===== src/rtl/latch_seq_pkg.sv =====
// latch_seq_pkg: shared state encoding and hold counter width for the latch bus sequencer
package latch_seq_pkg;
  typedef enum logic [1:0] {
    IDLE  = 2'd0,
    SETUP = 2'd1,
    LATCH = 2'd2,
    DRIVE = 2'd3
  } state_t;
  localparam int HOLD_W = 4;
endpackage


===== src/rtl/rr_arbiter.sv =====
// rr_arbiter: combinational round-robin pick of the first requester above the last grant
module rr_arbiter #(
  parameter int NREQ = 4,
  parameter int IW   = (NREQ > 1) ? $clog2(NREQ) : 1
) (
  input  logic [NREQ-1:0] req,
  input  logic [IW-1:0]   last,
  output logic [NREQ-1:0] gnt,
  output logic [IW-1:0]   idx
);
  logic [IW-1:0] j;
  logic          found;
  // scan indices last+1 .. last+NREQ modulo NREQ, keeping the first hit
  always_comb begin
    gnt   = '0;
    idx   = '0;
    j     = '0;
    found = 1'b0;
    for (int i = 1; i <= NREQ; i++) begin
      j = IW'((int'(last) + i) % NREQ);
      if (!found && req[j]) begin
        found  = 1'b1;
        idx    = j;
        gnt[j] = 1'b1;
      end
    end
  end
endmodule


===== src/rtl/latch_bus_sequencer.sv =====
// latch_bus_sequencer: arbitrates requesters and sequences D/LE/OE_bar onto a shared latch bus
module latch_bus_sequencer
  import latch_seq_pkg::*;
#(
  parameter int WIDTH       = 8,
  parameter int NREQ        = 4,
  parameter int HOLD_CYCLES = 2
) (
  input  logic                  CLK,
  input  logic                  RST,
  input  logic [NREQ-1:0]       REQ,
  input  logic [NREQ*WIDTH-1:0] D_IN,
  output logic [NREQ-1:0]       GNT,
  output logic [WIDTH-1:0]      D,
  output logic                  LE,
  output logic                  OE_bar,
  output logic                  BUSY,
  output logic                  DONE
);
  localparam int IW = (NREQ > 1) ? $clog2(NREQ) : 1;
  state_t            state, state_n;
  logic [HOLD_W-1:0] cnt, cnt_n;
  logic [IW-1:0]     last, last_n, win_idx;
  logic [NREQ-1:0]   win, gnt_n;
  logic [WIDTH-1:0]  d_n;
  logic              le_n, oe_n, busy_n, done_n;

  rr_arbiter #(.NREQ(NREQ), .IW(IW)) u_arb (
    .req (REQ),
    .last(last),
    .gnt (win),
    .idx (win_idx)
  );

  // register state and every output so nothing reaches a pin combinationally
  always_ff @(posedge CLK) begin
    if (RST) begin
      state  <= IDLE;
      cnt    <= '0;
      last   <= IW'(NREQ - 1);
      GNT    <= '0;
      D      <= '0;
      LE     <= 1'b0;
      OE_bar <= 1'b1;
      BUSY   <= 1'b0;
      DONE   <= 1'b0;
    end else begin
      state  <= state_n;
      cnt    <= cnt_n;
      last   <= last_n;
      GNT    <= gnt_n;
      D      <= d_n;
      LE     <= le_n;
      OE_bar <= oe_n;
      BUSY   <= busy_n;
      DONE   <= done_n;
    end
  end

  // next state and the output values that cycle will present
  always_comb begin
    state_n = state;
    cnt_n   = cnt;
    last_n  = last;
    gnt_n   = GNT;
    d_n     = D;
    case (state)
      IDLE: if (|REQ) begin
        state_n = SETUP;
        gnt_n   = win;
        d_n     = D_IN[win_idx*WIDTH +: WIDTH];
        last_n  = win_idx;
      end
      SETUP: state_n = LATCH;
      LATCH: begin
        state_n = DRIVE;
        cnt_n   = HOLD_W'(HOLD_CYCLES - 1);
      end
      DRIVE: if (cnt == '0) begin
        state_n = IDLE;
        gnt_n   = '0;
        d_n     = '0;
      end else begin
        cnt_n = cnt - 1'b1;
      end
    endcase
    le_n   = state_n == LATCH;
    oe_n   = state_n != DRIVE;
    busy_n = state_n != IDLE;
    done_n = (state_n == DRIVE) && (cnt_n == '0);
  end
endmodule


===== config.mk =====
export PLATFORM = sky130hd
export DESIGN_NAME = latch_bus_sequencer
export DESIGN_NICKNAME = d
export VERILOG_FILES = /design/src/rtl/latch_seq_pkg.sv /design/src/rtl/rr_arbiter.sv /design/src/rtl/latch_bus_sequencer.sv
export SDC_FILE = /design/constraint.sdc
export NUM_CORES = 1
export LEC_CHECK = 0
export CORE_ASPECT_RATIO = 1.1
export CORE_MARGIN = 3
export CORE_UTILIZATION = 25
export CTS_CLUSTER_DIAMETER = 120
export DETAILED_ROUTE_END_ITERATION = 10
export GPL_TIMING_DRIVEN = 0
export SLEW_MARGIN = 15
export SYNTH_ARGS = -nofsm -noshare
export SYNTH_HDL_FRONTEND = slang
export SYNTH_HIERARCHICAL = 1
export SYNTH_SLANG_ARGS = --single-unit

===== constraint.sdc =====
create_clock -name CLK -period 5.7 [get_ports CLK]
set_input_delay 0.57 -clock CLK [delete_from_list [all_inputs] [get_ports CLK]]
set_output_delay 0.57 -clock CLK [all_outputs]
set_load 0.1 [all_outputs]

## Yosys cells after proc, flatten, opt, wreduce, memory -nomap -nowiden

Cells that the tools add are included.

| word-level totals | value |
|---|---|
| bits in registers | 24 |
| input port bits | 38 |
| output and inout port bits | 16 |
| word-level logic and storage cells | 91 |

| operators by class | value |
|---|---|
| muxes and demuxes | 38 |
| $add $sub $neg | 5 |
| equality and inequality tests | 8 |
| reduce and logical (&&, ||, !) cells | 19 |
| shift operators | 1 |
| $lt $le $gt $ge | 8 |
| bitwise gates (word level) | 3 |

Operators with widths:

| kind | count |
|---|---|
| 32-bit by 6-bit indexed part select with 8-bit output | 1 |
| 4-bit 2-to-1 mux | 7 |
| 8-bit 2-to-1 mux | 2 |
| 4-bit case mux with 2 select lines | 2 |
| 8-bit case mux with 2 select lines | 1 |
| 2-bit by 3-bit < comparator with 1-bit output, second input constant | 4 |
| 2-bit 2-to-1 mux | 6 |
| 4-bit bitwise OR | 3 |
| 1-bit 2-to-1 mux | 11 |
| 1-bit binary-select mux with 2-bit select | 4 |
| 1-bit demux with 2-bit select | 4 |
| 2-bit == test, second input constant | 4 |
| 2-bit by 1-bit >= comparator with 1-bit output, second input constant | 4 |
| 1-bit logical AND | 8 |
| 4-bit logical NOT | 2 |
| 2-bit case mux with 4 select lines | 1 |
| 2-bit inequality test, second input constant | 3 |
| 2-bit by 1-bit adder with 2-bit output, second input constant | 2 |
| 2-bit adder, second input constant | 2 |
| 2-bit nonzero test | 2 |
| 4-bit OR reduction | 1 |
| 4-bit by 1-bit subtractor with 4-bit output, second input constant | 1 |
| 1-bit logical NOT | 3 |
| 3-bit AND reduction | 1 |
| 3 further kinds | 3 |

## Longest topological paths before layout

Gate-level depths: netlist of run 1.

| logic depth | value |
|---|---|
| word-level depth | 16 |
| mapped depth | 9 |
| mapped depth without buffers | 8 |

## Cells and area by module

The synthesis of run 1 kept the hierarchy.

Modules (own cells, without submodules):

| module | times used | sequential area each (µm²) | cells each | area each (µm²) |
|---|---|---|---|---|
| latch_bus_sequencer | 1 | 480.5 | 104 | 1151.1 |
| rr_arbiter | 1 | 0.0 | 59 | 490.5 |

## Worst setup path before layout of run 1

Ideal clock, no wire load.

| timing | value |
|---|---|
| kind | register -> register |
| start | reg last[0] |
| end | reg D[6] |
| stages on the path, launching flop included | 10 |
| arrival time | 3.049 ns |
| data required time | 5.583 ns |
| setup time | 0.117 ns |
| clock period less this slack | 3.166 ns |
| path buffers | 2 |
| slack | 2.534 ns |
| cells stage by stage | dfxtp_1 > buf_4 > inv_1 > ha_1 > mux4_2 > o21ai_1 > a2bb2oi_1 > clkbuf_1 > mux4_2 > a32o_1 |

| on the way | value |
|---|---|
| word-level cells in the longest chain between the ends | 16 |
| elaborated cells on any way between the ends | 28 |
| those cells by class | add/sub: 4; shift: 1; mux: 17; reduce/logical: 6 |

RTL lines:

| what | RTL line | RTL |
|---|---|---|
| from (decl) | latch_bus_sequencer.sv:23 | `logic [IW-1:0] last, last_n, win_idx;` |
| from (signal assigned) | latch_bus_sequencer.sv:40 | `last <= IW'(NREQ - 1);` |
| from (signal assigned) | latch_bus_sequencer.sv:50 | `last <= last_n;` |
| 2-bit by 1-bit adder with 2-bit output | rr_arbiter.sv:20 | `j = IW'((int'(last) + i) % NREQ);` |
| 1-bit binary-select mux with 2-bit select | rr_arbiter.sv:21 | `if (!found && req[j]) begin` |
| 1-bit 2-to-1 mux (implied by the code) | rr_arbiter.sv:21 |  |
| 1-bit 2-to-1 mux | rr_arbiter.sv:21 |  |
| 1-bit logical NOT | rr_arbiter.sv:21 |  |
| 1-bit logical AND | rr_arbiter.sv:21 |  |
| 1-bit 2-to-1 mux | rr_arbiter.sv:21 |  |
| 1-bit logical NOT | rr_arbiter.sv:21 |  |
| 1-bit logical AND | rr_arbiter.sv:21 |  |
| 1-bit 2-to-1 mux | rr_arbiter.sv:21 |  |
| 1-bit logical NOT | rr_arbiter.sv:21 |  |
| 1-bit logical AND | rr_arbiter.sv:21 |  |
| 2-bit 2-to-1 mux (*) | rr_arbiter.sv:21 |  |
| via win_idx[0] | latch_bus_sequencer.sv:23 |  |
| 32-bit by 6-bit indexed part select with 8-bit output (*) | latch_bus_sequencer.sv:71 | `d_n = D_IN[win_idx*WIDTH +: WIDTH];` |
| 8-bit 2-to-1 mux (*) | latch_bus_sequencer.sv:68 | `IDLE: if (\|REQ) begin` |
| 8-bit case mux with 2 select lines (*) | latch_bus_sequencer.sv:67 | `case (state)` |
| to (signal assigned) | latch_bus_sequencer.sv:52 | `D <= d_n;` |
| to (decl) | latch_bus_sequencer.sv:14 | `output logic [WIDTH-1:0] D,` |

The timed path passes the listed nets; every way through them passes the cells marked *. The select of a mux whose other input is x is not followed.
A chain may end at the register's enable or synchronous reset.

## Worst setup path in the final report of run 1

Same ends and word-level chain as after synthesis.

==> out/metrics.yaml, run 1 <==
floorplan:
  die_y_um: 90.99
  fp-row-count: 30
  coreArea_um2: 6269
  io_pins: 54
  die_width_um: 83.26
  die-area_um2: 7575
  start_util_pct: 26.19
timing:
  slew_viol_final: 0
  fin_crit_sh_pct: 63.53
  finalWorstPathRequiredPeriod_ns: 3.621
  tns_ns: 0
  clock_skew_ns: 0.008026
  setup_viol: 0
  tightest_slew_ns: 0.9972
  fmax_ghz: 0.2762
  hold_viol: 0
  rsz0062_at_grt: "no"
  maxSlewHeadroom_pct: 33.31
clock_network:
  htree_levels: 1
  clk_pin_slew_ns: 0.09
  cts_setup_buffers: 0
  cts_tree: "yes"
  clk_latency_ns: 0.27
  cts_hold_buf: 0
  cts_buffer_depth: 2
  root_buffer: "clkbuf_8"
  numCtsBuffers: 3
  cts.sinks: 24
  cts_resized: 0
power:
  combPwrFrac_pct: 61.5
  peakVddDrop_mv: 0.2136
  power.share.clock_pct: 15.2
  seq_power_share_pct: 23.3
  switchingPower_w: 0.0004731
  p_int_w: 0.0005241
  p_per_area_nw_per_um2: 425.5
  power.share.switching_pct: 47.44
  leakage_nw: 0.8537
logic_synthesis:
  synth_ff_type: "dfxtp_1"
  synthTopCellsByArea: "dfxtp_1, mux4_2, ha_1, a32o_1, a21oi_1"
  synthCells: 163
  synth_commonest_cells: "dfxtp_1, nand2_1, a21oi_1, mux4_2"
  yosys.area.top_type_share_pct: 29.27
  synth_edf_count: 0
  netlist_area_um2: 1642
  ys_async_sr_fraction_pct: 0
  yosysTopAreaCell: "dfxtp_1"
  ys_ff_latch: 24
  syn_avg_cell_area_um2: 10.07
  yosysUniqueCellTypes: 52
  synth.yosys.seq_area_share_pct: 29.27
  yosysMostFrequentCell: "dfxtp_1"
  syn_nets: 210
  ys_warn_count: 6
final_layout:
  syn2layout_area_growth_pct: 42.76
  drive_gt1_share_pct: 14.09
  antenna_cells: 0
  fillers: 606
  final_nets: 268
  final_util_pct: 37.39
placed_design:
  dp_hpwl_mm: 3.282
  numPortBuffers: 53
  routabilityCongestion: 0.7438
worst_hold_path:
  hold_class: "register to register"
global_routing:
  grt_max_degree: 15
  grtUsageTotal_pct: 11.82
  antenna_found_initial: 0
  globalRouteOverflowTotal: 0
  grt_pass1_vias: 1573
  grt_pass1_wl_mm: 7.458
route:
  routedWlPerCell_um: 14.32
  num_vias: 1539
  vias_per_cell: 5.130
  drc: 0
  drt-initial-drc-count: 89
  antenna_left: 0
  routed_wl_mm: 4.296
  first_pass_iters: 4
worst_setup_path:
  crit_family: "multiplexers"
  arrival_ns: 3.79
  endpoint_kind: "register"
  crit_path_start_kind: "register"
  required_ns: 5.87
  crit_chain: "buf_4 > inv_1 > ha_1 > mux4_2 > o21ai_1 > a2bb2oi_1 > clkbuf_1 > mux4_2 > a32o_1"
  cp_common_cell: "mux4_2"
  slowest_stage: "mux4_2"
  slowest_delay_ns: 0.61
  cp_max_fo: 10
  worstSetupPathType: "register to register"
  path_buf_inv: 3
run:
  maxCapViolations: 0
run_status:
  status: "finished clean"
==> worst paths after layout <==
check	depth (start not counted)	from	end	slack, ns
min reg2reg	2	GNT[2]	GNT[2]	0.49
min	2	GNT[2]	GNT[2]	0.49
max reg2reg	9	last[0]	D[6]	2.08
max	9	last[0]	D[6]	2.08
==> per-layer routing <==
layer  part of all wire, %  vias to the layer above  global-route usage [%]
li1                      -                      757                       -
met1                    46                      741                   14.31
met2                    48                       37                   20.99
met3                   4.8                        4                   2.813
met4                  0.84                        0                   2.861
met5                     0                        -                       0
==> sequential cells by signal, indices dropped and copies added (netlist names) <==
name,count
BUSY,1
D,8
DONE,1
GNT,4
LE,1
OE_bar,1
cnt,4
last,2
state,2
==> area by class of cell <==
class,count,area [um2],share of cell area (%)
multi-input cells,121,1072,45.76
well taps,80,100.1,4.271
clock inverters,1,30.03,1.281
plain buffers,10,58.81,2.509
inverters,8,30.03,1.281
repair buffers,53,530.5,22.64
clock buffers,3,41.29,1.762
flip-flops and latches,24,480.5,20.50
==> tightest hold or removal path, cell delays in order (launching register included) <==
cell      delay [ns]
dfxtp_1         0.32
o221ai_1        0.06
a21oi_1         0.06
==> power by group through the flow <==
stage          Combinational, W  Clock, W  Sequential [W]
6_report               0.000613  0.000152        0.000232
5_1_grt                0.000656  0.000162        0.000238
4_1_cts                0.000616  0.000157        0.000232
3_5_place_dp           0.000615         0        0.000236
3_3_place_gp           0.000611         0        0.000237
2_1_floorplan          0.000283         0        0.000424
==> kinds of logic after synthesis <==
logic type               Yosys count  share of synthesized area, %
adder cells (fa/ha/maj)            9                         6.860
AO/OA/AOI/OAI                     52                         26.45
multiplexers                      11                         14.41
XOR/XNOR                           1                        0.5336
flip-flops                        24                         29.27
AND/OR/NAND/NOR                   48                         17.07
buffers and inverters             18                         5.411
==> placed cells by master (no fill, tap or decap), drive strengths merged, types with 2 or more instances in the layout <==
cell            n
inv             7
mux4           10
nand3           9
nor2            5
and2            2
buf             5
and3b           2
ha              9
and2b           2
dfxtp          24
a221o           5
o221ai          4
a22oi           2
nand2          12
a32o            9
a21oi          10
nor3            5
a2bb2oi         2
clkbuf          8
clkdlybuf4s50  53
o21ai          12
==> through the flow <==
| step | worst slack (ns) | instance area (um2) | total power (W) | hold slack [ns] | instances |
|---|---|---|---|---|---|
| 3_5_place_dp | 1.889 | 2272 | 0.0008506 | 0.4724 | 296 |
| 5_1_grt | 1.780 | 2344 | 0.001056 | 0.5198 | 300 |
| 4_1_cts | 2.060 | 2344 | 0.001005 | 0.4871 | 300 |
| 3_3_place_gp | 1.932 | 2272 | 0.0008478 | 0.4755 | 296 |
| 2_1_floorplan | 2.534 | 1642 | 0.0007075 | 0.4295 | 163 |
| 6_report | 2.079 | 2344 | 0.0009972 | 0.4900 | 300 |
Power figures use the tool's default switching activity.
==> inputs of run 2 (changes only) <==
==> constraint.sdc (replaced) <==
create_clock -name CLK -period 3.3 [get_ports CLK]
set_input_delay 0.33 -clock CLK [delete_from_list [all_inputs] [get_ports CLK]]
set_output_delay 0.33 -clock CLK [all_outputs]
set_load 0.1 [all_outputs]
==> run 2 against run 1 <==
Effect of this change: global-route usage stayed put; die area stayed put; sequential share of layout area hardly changed; hold slack better by 0.00059 ns; highest routed layer unchanged.
==> out/metrics.yaml, run 2 (synthesis results as in run 1) <==
run_status:
  status: "finished clean"
global_routing:
  grt_pass1_vias: 1577  # +0.25%
  globalRouteOverflowTotal: 0  # unchanged
  use_met2_pct: 20.99  # unchanged
  busiest_layer: "met2"
  use_met1_pct: 14.31  # unchanged
  grt_pass1_wl_mm: 7.458  # unchanged
  grtUsageTotal_pct: 11.82  # unchanged
  grt_max_degree: 15  # unchanged
  grtUsageMet3_pct: 2.813  # unchanged
  antenna_found_initial: 0  # unchanged
final_layout:
  final_cell_mix: "clkdlybuf4s50_1, dfxtp_1, nand2_1"
  fillers: 602  # -0.66%
  final_common_cell: "clkdlybuf4s50_1"
  final_nets: 269  # +0.37%
  multi_input_area_um2: 1072  # unchanged
  largest_reg_flops: 8  # unchanged
  largest_register: "D"
  drive_gt1_share_pct: 15.84  # +1.7 points
  antenna_cells: 0  # unchanged
  final_cells: 301  # +0.33%
  biggestRegsByFlops: "D x8, GNT x4, cnt x4"
  syn2layout_area_growth_pct: 43.60
  seq_area_um2: 483.0  # +0.52%
floorplan:
  die-area_um2: 7575  # unchanged
  coreArea_um2: 6269  # unchanged
  die_y_um: 90.99  # unchanged
  io_pins: 54  # unchanged
  start_util_pct: 26.19  # unchanged
  die_width_um: 83.26  # unchanged
  fp-row-count: 30  # unchanged
clock_network:
  clk_latency_ns: 0.27  # about the same
  root_buffer: "clkbuf_8"
  cts_buffer_depth: 2  # unchanged
  cts_hold_buf: 0  # unchanged
  numCtsBuffers: 3  # unchanged
  cts_tree: "yes"
  cts.sinks: 24  # unchanged
  clk_pin_slew_ns: 0.09  # about the same
  htree_levels: 1  # unchanged
worst_setup_path:
  regToRegSetupSlack_ns: 0.34  # -1.74 ns
  required_ns: 3.46  # -2.41 ns
  reg2reg_to: "D[6]"
  crit_path_start_kind: "register"
  cp_max_fo: 10  # unchanged
  arrival_ns: 3.13  # -0.66 ns
  reg2regPathDepth: 9  # unchanged
  reg2reg_from: "last[0]"
  endpoint_kind: "register"
  worstSetupPathType: "register to register"
worst_hold_path:
  min_from: "GNT[2]"
  min_to: "GNT[2]"
  hold-path-cell-count: 2  # unchanged
  hold_class: "register to register"
placed_design:
  numPortBuffers: 53  # unchanged
  routabilityCongestion: 0.7438  # unchanged
  dp.cells: 296  # unchanged
  dp_hpwl_mm: 3.282  # unchanged
route:
  first_pass_iters: 4  # unchanged
  antenna_left: 0  # unchanged
  routedWlPerCell_um: 14.21  # -0.80%
  drc: 0  # unchanged
  routed_wl_mm: 4.276  # -0.47%
  vias_per_cell: 5.080  # -0.98%
  num_vias: 1529  # -0.65%
  drt-initial-drc-count: 79  # -11%
timing:
  fmax_ghz: 0.3375  # +22%
  rsz0062_at_grt: "no"
  slew_viol_final: 0  # unchanged
  tightest_slew_ns: 0.9928  # -0.004390 ns
  setup_viol: 0  # unchanged
  fin_crit_sh_pct: 89.78  # +26 points
  clock_skew_ns: 0.007702  # -0.0003246 ns
  finalWorstPathRequiredPeriod_ns: 2.963  # -0.6584 ns
  hold_viol: 0  # unchanged
  maxSlewHeadroom_pct: 33.61  # +0.29 points
power:
  finalPower_w: 0.001733  # +74%
  p_per_area_nw_per_um2: 735.1  # +73%
  peakVddDrop_mv: 0.3706  # +73%
  leakage_nw: 0.8615  # +0.91%
run:
  maxCapViolations: 0  # unchanged
[run 2: changes by cell type in the layout (fill, tap and decap cells not counted)]
cell,previous run,this run
dfxtp_2,0,2
clkbuf_4,0,1
clkbuf_1,4,3
dfxtp_1,24,22
buf_4,1,2
[run 2: per-layer routing]
metal  vias up  share of wire, %
li1        761                 -
met3         2               3.8
met4         0              0.54
met5         -                 0
met2        31                49
met1       735                47
[run 2: area by class of cell]
| type | instances | area share (%) |
|---|---|---|
| multi-input combinational | 121 | 45.49 |
| timing repair buffer | 54 | 22.82 |
| sequential | 24 | 20.49 |
| tap | 80 | 4.246 |
| buffer | 10 | 2.654 |
| clock buffer | 3 | 1.752 |
| clock inverter | 1 | 1.274 |
| inverter | 8 | 1.274 |
[run 2: power breakdown]
group / switching (W) / internal (W)
registers: 0.0000515 / 0.000351
logic: 0.000664 / 0.000406
clock network: 0.0000986 / 0.000162
[run 2: worst max-delay path by stage]
stage | from | end | slack (ns) | depth (start not counted)
after floorplan | last[0] | D[6] | 0.13 | 9
after global placement | last[0] | D[6] | -0.30 | 9
after detailed placement | last[0] | D[6] | -0.32 | 9
after CTS | last[0] | D[6] | 0.11 | 9
after global routing | last[0] | D[6] | 0.10 | 9
final | last[0] | D[6] | 0.34 | 9
[run 2: through the flow]
stage | setup TNS, ns | area [um2] | utilization [%] | setup WS, ns | hold WS (ns)
floorplan | 0 | 1642 | - | 0.1339 | 0.4295
global placement | -2.177 | 2272 | 36.25 | -0.3014 | 0.4755
detailed placement | -2.331 | 2272 | 36.25 | -0.3230 | 0.4724
CTS | 0 | 2346 | 37.43 | 0.1067 | 0.4871
global route | 0 | 2357 | 37.60 | 0.1018 | 0.5198
finish | 0 | 2357 | 37.60 | 0.3374 | 0.4906
[run 2: what timing repair did]
action | 4_1_cts | 5_1_grt
pin swaps | 0 | 0
setup endpoints to repair | 8 | 8
resized for setup | 2 | 3
cloned | 0 | 0
setup buffers | 0 | 1
[run 2: critical path, stage by stage (launching register included)]
cell       delay [ns]
dfxtp_2          0.45
buf_4            0.21
inv_1            0.10
ha_1             0.40
mux4_2           0.36
o21ai_1          0.15
a2bb2oi_1        0.16
clkbuf_4         0.27
mux4_2           0.54
a32o_1           0.22
==> inputs of run 3 (changes only) <==
--- a/config.mk
+++ b/config.mk
@@ -5,6 +5,7 @@
 export SDC_FILE = /design/constraint.sdc
 export NUM_CORES = 1
 export LEC_CHECK = 0
+export ABC_CLOCK_PERIOD_IN_PS = 3300
 export CORE_ASPECT_RATIO = 1.1
 export CORE_MARGIN = 3
 export CORE_UTILIZATION = 25
==> results of run 3 <==
The final DEF is identical to that of run 2; final timing and power are the same.
